[config.mk]
export PLATFORM = sky130hd
export DESIGN_NAME = memory_game_ctrl
export DESIGN_NICKNAME = d
export VERILOG_FILES = /design/src/rtl/card_game_pkg.sv /design/src/rtl/memory_game_ctrl_reveal_timer.sv /design/src/rtl/memory_game_ctrl.sv
export SDC_FILE = /design/constraint.sdc
export NUM_CORES = 1
export LEC_CHECK = 0
export CAP_MARGIN = 10
export CORE_ASPECT_RATIO = 0.7
export CORE_MARGIN = 2
export CORE_UTILIZATION = 50
export DETAILED_ROUTE_END_ITERATION = 7
export MAX_ROUTING_LAYER = met4
export PLACE_DENSITY = 0.81
export SYNTH_ARGS = -nofsm -noshare
export SYNTH_HDL_FRONTEND = slang
export SYNTH_SLANG_ARGS = --single-unit
[constraint.sdc]
create_clock -name clk -period 2.88 [get_ports clk]
set_input_delay 0.288 -clock clk [delete_from_list [all_inputs] [get_ports clk]]
set_output_delay 0.288 -clock clk [all_outputs]
set_load 0.01 [all_outputs]
[src/rtl/card_game_pkg.sv]
// Shared types and constants for the 4x4 card-matching game: FSM state encoding,
// board geometry and a helper that extracts a face id from the packed layout.
package card_game_pkg;

  localparam int unsigned NUM_CARDS = 16;
  localparam int unsigned FACE_W    = 3;
  localparam int unsigned NUM_PAIRS = 8;
  localparam int unsigned LAYOUT_W  = NUM_CARDS * FACE_W;

  typedef enum logic [2:0] {
    IDLE,
    PICK1,
    PICK2,
    SHOW,
    CHECK,
    DONE
  } state_t;

  // Position p occupies layout[3p+2:3p].
  function automatic logic [FACE_W-1:0] face_of(input logic [LAYOUT_W-1:0] lay,
                                                 input logic [3:0]          pos);
    return lay[int'(pos) * FACE_W +: FACE_W];
  endfunction

endpackage

[src/rtl/memory_game_ctrl_reveal_timer.sv]
// Reveal timer: load-to-zero / enable counter with a terminal-count flag at
// REVEAL_CYCLES-1. Counting stops at terminal count.
module reveal_timer #(
  parameter int unsigned REVEAL_CYCLES = 25_000_000,
  parameter int unsigned TIMER_W       = 25
) (
  input  logic clk,
  input  logic reset,
  input  logic load,
  input  logic en,
  output logic tc
);

  logic [TIMER_W-1:0] count;

  always_ff @(posedge clk) begin
    if (reset) begin
      count <= '0;
    end else if (load) begin
      count <= '0;
    end else if (en && !tc) begin
      count <= count + 1'b1;
    end
  end

  assign tc = (count == TIMER_W'(REVEAL_CYCLES - 1));

endmodule

[src/rtl/memory_game_ctrl.sv]
// Card-matching game sequencer: cursor, face-up/matched tracking, reveal timing,
// match check and scoring. Optional macro CURSOR_2D_EN adds a btn_down row-step input.
module memory_game_ctrl
  import card_game_pkg::*;
#(
  parameter int unsigned REVEAL_CYCLES = 25_000_000,
  parameter int unsigned TIMER_W       = 25
) (
  input  logic                 clk,
  input  logic                 reset,
  input  logic                 start,
  input  logic                 btn_move,
  input  logic                 btn_sel,
`ifdef CURSOR_2D_EN
  input  logic                 btn_down,
`endif
  input  logic [LAYOUT_W-1:0]  layout,
  output logic [3:0]           cursor,
  output logic [NUM_CARDS-1:0] face_up,
  output logic [NUM_CARDS-1:0] matched,
  output logic [3:0]           score,
  output logic [7:0]           moves,
  output logic                 busy,
  output logic                 game_over
);

  state_t                state, state_n;
  logic [LAYOUT_W-1:0]   layout_q, layout_n;
  logic [3:0]            first, first_n, second, second_n;
  logic [3:0]            cursor_n, score_n;
  logic [NUM_CARDS-1:0]  face_up_n, matched_n;
  logic [7:0]            moves_n;
  logic                  timer_load, timer_en, timer_tc;
  logic                  sel_ok;

  reveal_timer #(
    .REVEAL_CYCLES (REVEAL_CYCLES),
    .TIMER_W       (TIMER_W)
  ) u_timer (
    .clk   (clk),
    .reset (reset),
    .load  (timer_load),
    .en    (timer_en),
    .tc    (timer_tc)
  );

  always_ff @(posedge clk) begin
    if (reset) begin
      state     <= IDLE;
      layout_q  <= '0;
      first     <= '0;
      second    <= '0;
      cursor    <= '0;
      face_up   <= '0;
      matched   <= '0;
      score     <= '0;
      moves     <= '0;
      busy      <= 1'b0;
      game_over <= 1'b0;
    end else begin
      state     <= state_n;
      layout_q  <= layout_n;
      first     <= first_n;
      second    <= second_n;
      cursor    <= cursor_n;
      face_up   <= face_up_n;
      matched   <= matched_n;
      score     <= score_n;
      moves     <= moves_n;
      // Status flags are decoded from the next state so they line up with it.
      busy      <= (state_n == SHOW) || (state_n == CHECK);
      game_over <= (state_n == DONE);
    end
  end

  always_comb begin
    state_n    = state;
    layout_n   = layout_q;
    first_n    = first;
    second_n   = second;
    cursor_n   = cursor;
    face_up_n  = face_up;
    matched_n  = matched;
    score_n    = score;
    moves_n    = moves;
    timer_load = 1'b0;
    timer_en   = 1'b0;
    sel_ok     = !face_up[cursor] && !matched[cursor];

    unique case (state)
      IDLE, DONE: begin
        if (start) begin
          layout_n  = layout;
          cursor_n  = '0;
          face_up_n = '0;
          matched_n = '0;
          score_n   = '0;
          moves_n   = '0;
          state_n   = PICK1;
        end
      end

      PICK1, PICK2: begin
        // A select pulse always swallows a coincident cursor pulse, even if ignored.
        if (btn_sel) begin
          if (sel_ok) begin
            face_up_n[cursor] = 1'b1;
            if (state == PICK1) begin
              first_n = cursor;
              state_n = PICK2;
            end else begin
              second_n   = cursor;
              timer_load = 1'b1;
              state_n    = SHOW;
              if (moves != 8'hFF) moves_n = moves + 8'd1;
            end
          end
        end
`ifdef CURSOR_2D_EN
        else if (btn_down) begin
          cursor_n = cursor + 4'd4;
        end
`endif
        else if (btn_move) begin
          cursor_n = cursor + 4'd1;
        end
      end

      SHOW: begin
        timer_en = 1'b1;
        if (timer_tc) state_n = CHECK;
      end

      CHECK: begin
        face_up_n[first]  = 1'b0;
        face_up_n[second] = 1'b0;
        if (face_of(layout_q, first) == face_of(layout_q, second)) begin
          matched_n[first]  = 1'b1;
          matched_n[second] = 1'b1;
          score_n           = score + 4'd1;
        end
        state_n = (score_n == 4'(NUM_PAIRS)) ? DONE : PICK1;
      end

      default: state_n = IDLE;
    endcase
  end

endmodule

# == Word level (Yosys, flattened, before mapping) ==
# Cells that the tools add are included.
# Widths: inputs -> output; s select.
# word_totals
ff_bits,134
inputBits,53
output_inout_bits,50
word_cells,119
# classes
addsub,4
n_mul,2
order_cmp,6
eq_ne,20
shifts,2
muxes,41
bitwise,8
n_reduce_logical,24
# ops
cell,count
$shiftx 48x7->3,2
$mux 16,4
$or 16x16->16,3
$pmux 16 s3,1
$mux 8,5
$and 16x16->16,2
$not 16->16,2
$pmux 16 s2,1
$add 25x1->25 const B,1
$eq 25x25->1 const B,1
$mux 4,5
$ne 2x2->1 const B,8
$pmux 4 s2,2
$pmux 8 s2,1
$reduce_and 4->1,4
$lt 4x5->1 const B,3
$mux 3,5
$demux 1 s4,3
$eq 3x3->1 const B,4
$ge 4x1->1 const B,3
$mul 4x2->6 const B,2
$pmux 3 s4,1
$mux 1,11
$eq 3x2->1 const B,3
other kinds (18),30

# == Depth between registers and ports, before layout ==
# depth
word_depth,10
mapped_depth,10
mapped_depth_nobuf,8

# == Hierarchy ==
# A second synthesis with hierarchy kept.
# hier_totals
hier_cells,822
hier_area_um2,6894.1
# by_module_without_submodules
mod,n_inst,cells_per_inst,area_each_um2,seq_area_each_um2
memory_game_ctrl,1,661,5514.0,2182.1
reveal_timer,1,161,1380.1,500.5

# == Worst setup path before layout ==
# Ideal clock, no wire load.
# synth_timing
path_kind,flip-flop to flip-flop
from,register first[0]
to,register score[0]
setup_ns,0.065
arrival_ns,2.315
required_time_ns,2.815
slack_ns,0.499
stages_incl_launch_ff,10
path_buffers,2
synth_period_minus_slack_ns,2.381
path_cell_list,dfxtp_1 buf_6 buf_6 mux4_2 nand2_1 nand3_2 xor2_1 nor4_4 mux2_1 nor2_1
# synth_between
elab_chain_len,6
# synth_rtl
item,line_no,text
from (decl),memory_game_ctrl.sv:29,"logic [3:0] first, first_n, second, second_n;"
from (signal assigned),memory_game_ctrl.sv:63,first <= first_n;
$mul 4x2->6,card_game_pkg.sv:22,return lay[int'(pos) * FACE_W +: FACE_W];
$shiftx 48x7->3,card_game_pkg.sv:22,
$eq 3x3->1,memory_game_ctrl.sv:137,"if (face_of(layout_q, first) == face_of(layout_q, second)) begin"
$mux 4,memory_game_ctrl.sv:137,
$mux 4,memory_game_ctrl.sv:90,unique case (state)
$pmux 4 s2,memory_game_ctrl.sv:90,
to (signal assigned),memory_game_ctrl.sv:68,score <= score_n;
to (decl),memory_game_ctrl.sv:21,"output logic [3:0] score,"
# Every way passes these cells. The select of a mux whose other input is x is not followed.
# A chain may end at the register's enable or synchronous reset.

# == Final worst setup path ==
# layout_timing
from,register second[1]
to,register matched[13]
# layout_between
elab_chain_len,7
elab_cells_between_ends,13
cone_classes,1 x mul; 2 x order compare; 2 x eq/ne; 1 x shift; 4 x mux; 1 x bitwise; 2 x reduce/logical
# layout_rtl
item,line_no,text
from (decl),memory_game_ctrl.sv:29,
from (signal assigned),memory_game_ctrl.sv:64,second <= second_n;
branches (longest 7 deep; another with $mul 4x2->6),-,
to (signal assigned),memory_game_ctrl.sv:67,matched <= matched_n;
to (decl),memory_game_ctrl.sv:20,"output logic [NUM_CARDS-1:0] matched,"
# Several ways; the timed one is not identified. The select of a mux whose other input is x is not followed.

==> results by group <==
Synthesis
  • Most common library cells after synthesis: nand2_1 (136), dfxtp_1 (134), nor2_1 (85)
  • Ranking of synthesized cells by area: dfxtp_1 (40%), mux4_2 (9.5%), nand2_1 (7.7%)
  • Synth Instances: 773
  • EDFF count, synth: 0
  • Dominant cell type by area after synthesis: dfxtp_1
  • Syn_nets: 833
  • Syn_area_per_cell: roughly 8.6 µm²
  • #FFs+latches synth: about 130
  • Syn Std Cell Area: 0.00664 mm²
  • Fraction of registers with async set/reset: 0
  • Seq/Total Area, Yosys: 0.404
  • Distinct cells, synth: 60
  • Most frequent cell after synthesis: nand2_1
  • Post-synth top flop: dfxtp_1
  • Warnings from Yosys: 0
  • Yosys top cell area share: 0.404

Place
  • Port Buffers: 102
  • Placement Cell Area: slightly below 0.008 mm²
  • Routability cong.: between 0.9 and 1
  • Hpwl dp: ~12,000 µm

Timing
  • TNS Setup: 0 ns
  • Slew margin rel.: 0.462
  • Final Hold Viols: 0
  • Setup-failing EPs final: 0
  • Period utilisation layout: 0.922
  • Worst-Margin Slew: 0.800 ns
  • Unrepaired setup endpoints after global routing: false
  • Slew Viols, Final: 0
  • Highest Clock Rate: 0.377 GHz
  • Fin Clk Skew: a little over 0.008 ns
  • Tmin final: 2.65 ns

Setup path
  • CP Class: flip-flop to flip-flop
  • Worst Setup Start Kind: flip-flop
  • CP Max Fanout: 17
  • Crit end category: flip-flop
  • Critical Path RT: between 3 and 4 ns
  • Worst EP arrival: 3.01 ns

Drt
  • DR pass1 iterations: 5
  • Post-DRT Antenna Nets: 0
  • Drt via density: approximately 5.8
  • Initial DRC Count: 608
  • Drt total wl: 17,000 µm
  • Via Count: about 6,000
  • DR WL/cell: 16.3 µm
  • # DRC: 0

Outcome
  • Outcome: finished, final reports clean

Clock tree
  • CTS Root Cell: clkbuf_16
  • CTS Buf Count: 17
  • Reg clk slew, reported paths: approximately 0.060 ns
  • CTS tree: built
  • Later-pin clock latency in the skew report: between 0.4 and 0.5 ns
  • Sink Count: around 130
  • Hold Buf Count CTS: 0
  • Setup Fix Bufs, Post-CTS: 0
  • Clock tree buffer depth: 2
  • H-tree levels: 4
  • Resize count post-CTS: 1

Finish
  • Antenna cells: 0
  • Cell area after layout: 0.00838 mm²
  • FILL cells: 1,066
  • Share of post-route cells with drive strength above 1: 0.118
  • Synth-to-layout area growth: 26.1%
  • Number of nets in the layout: slightly above 900

Floorplanning
  • Die Wd: about 140 µm
  • # rows: 35
  • Core Region: approximately 0.013 mm²
  • Top-level I/O count: around 100
  • Starting Density: 0.509
  • Vert. Die Dim: 100 µm
  • Die area: 0.0142 mm²

Global routing
  • Pin count of the biggest net entering global routing: between 60 and 70
  • Vias in the first global route: roughly 5,600
  • First-pass GRT wire length: 27,800 µm
  • Initial antenna violation count: 0
  • Total Routing Usage GR: 0.255
  • Grt total ovfl: 0

Hold path
  • Min-delay worst type: input port to flip-flop

Flow run
  • Max-cap violation count: 0

Power
  • Pwr per Cell Area: 561 mW/mm²
  • Leakage: 2.87 nW
  • Peak supply drop: 0.000494 V
per-layer routing:
| layer | up-vias | GRT usage | wire, µm |
|---|---|---|---|
| li1 | 2910 | - | - |
| met1 | 2879 | 0.348 | 8060 |
| met2 | 201 | 0.375 | 7560 |
| met3 | 24 | 0.0601 | 1090 |
| met4 | 0 | 0.0877 | 263 |
| met5 | - | - | 0 |
power by group:
group          internal [W]  switching (W)
clock               0.00138       0.000808
sequential          0.00192      0.0000710
combinational      0.000231       0.000284
state kept, by name, indices dropped and copies added (netlist names):
register / cells
busy: 1
cursor: 4
face_up: 16
first: 4
game_over: 1
layout_q: 48
matched: 16
moves: 8
score: 4
second: 4
state: 3
u_timer.count: 25
critical path, stage by stage (launching register included):
cell and delay [ns]:
dfxtp_1 0.79, mux4_2 0.42, a22oi_1 0.20, nand3_1 0.15, xor2_1 0.21, nor4_4 0.30
buf_4 0.31, a21oi_1 0.12, nor2_1 0.09
area by class of cell:
| type | instances | area [µm²] | area share |
|---|---|---|---|
| clock buffer | 20 | 447 | 0.0533 |
| clock inverter | 12 | 151 | 0.0181 |
| inverter | 12 | 45.0 | 0.00538 |
| multi-input combinational | 581 | 3700 | 0.441 |
| sequential | 134 | 2690 | 0.320 |
| tap | 166 | 208 | 0.0248 |
| timing repair buffer | 119 | 1140 | 0.136 |
layout by cell type, fill, tap and decap left out, drive strengths merged, types with 2 or more instances in the layout:
cell             n
xor2            13
o22ai           18
nor2b            5
o21ai           33
and3            11
bufinv           3
nor4            10
a32o             8
nand2          136
buf             18
xnor2           24
nand3           33
clkdlybuf4s50  101
nor3            12
or3              8
clkbuf          20
mux4            28
mux2i           10
o31ai            2
or2              6
a22oi            6
nand4b           2
nand4           10
clkinvlp         2
inv             13
nor2            86
nand3b           3
dfxtp          134
a21oi           77
a31oi            2
nand2b          14
ha               7
clkinv           6
per-stage QoR:
| stage | hold slack [ns] | worst slack, ns | instances | utilization | total power, W |
|---|---|---|---|---|---|
| after floorplan | 0.424 | 0.499 | 773 | - | 0.00235 |
| after global placement | 0.457 | 0.101 | 1012 | 0.596 | 0.00253 |
| after detailed placement | 0.457 | 0.0261 | 1012 | 0.596 | 0.00254 |
| after CTS | 0.410 | 0.0199 | 1044 | 0.642 | 0.00472 |
| after global routing | 0.405 | 0.0359 | 1044 | 0.642 | 0.00487 |
| final | 0.419 | 0.225 | 1044 | 0.642 | 0.00470 |
worst paths after layout:
check	startpoint	to	slack, ns	depth (start not counted)
setup reg to reg	second[1]$_SDFFE_PP0P_	matched[13]$_SDFFE_PP0P_	0.23	8
hold reg to reg	layout_q[21]$_SDFFE_PP0P_	layout_q[21]$_SDFFE_PP0P_	0.47	2
hold / removal	layout[27]	layout_q[27]$_SDFFE_PP0P_	0.42	3
setup / recovery	second[1]$_SDFFE_PP0P_	matched[13]$_SDFFE_PP0P_	0.23	8
cells by family after synthesis:
kind of cell,count (synthesis),synth area share
AO/OA/AOI/OAI,155,0.143
XOR/XNOR,37,0.0488
adder cells (fa/ha/maj),7,0.0132
buffers and inverters,58,0.0394
flip-flops,134,0.404
multiplexers,39,0.112
AND/OR/NAND/NOR,343,0.241
Note: power is estimated with default switching activity, not from simulation.
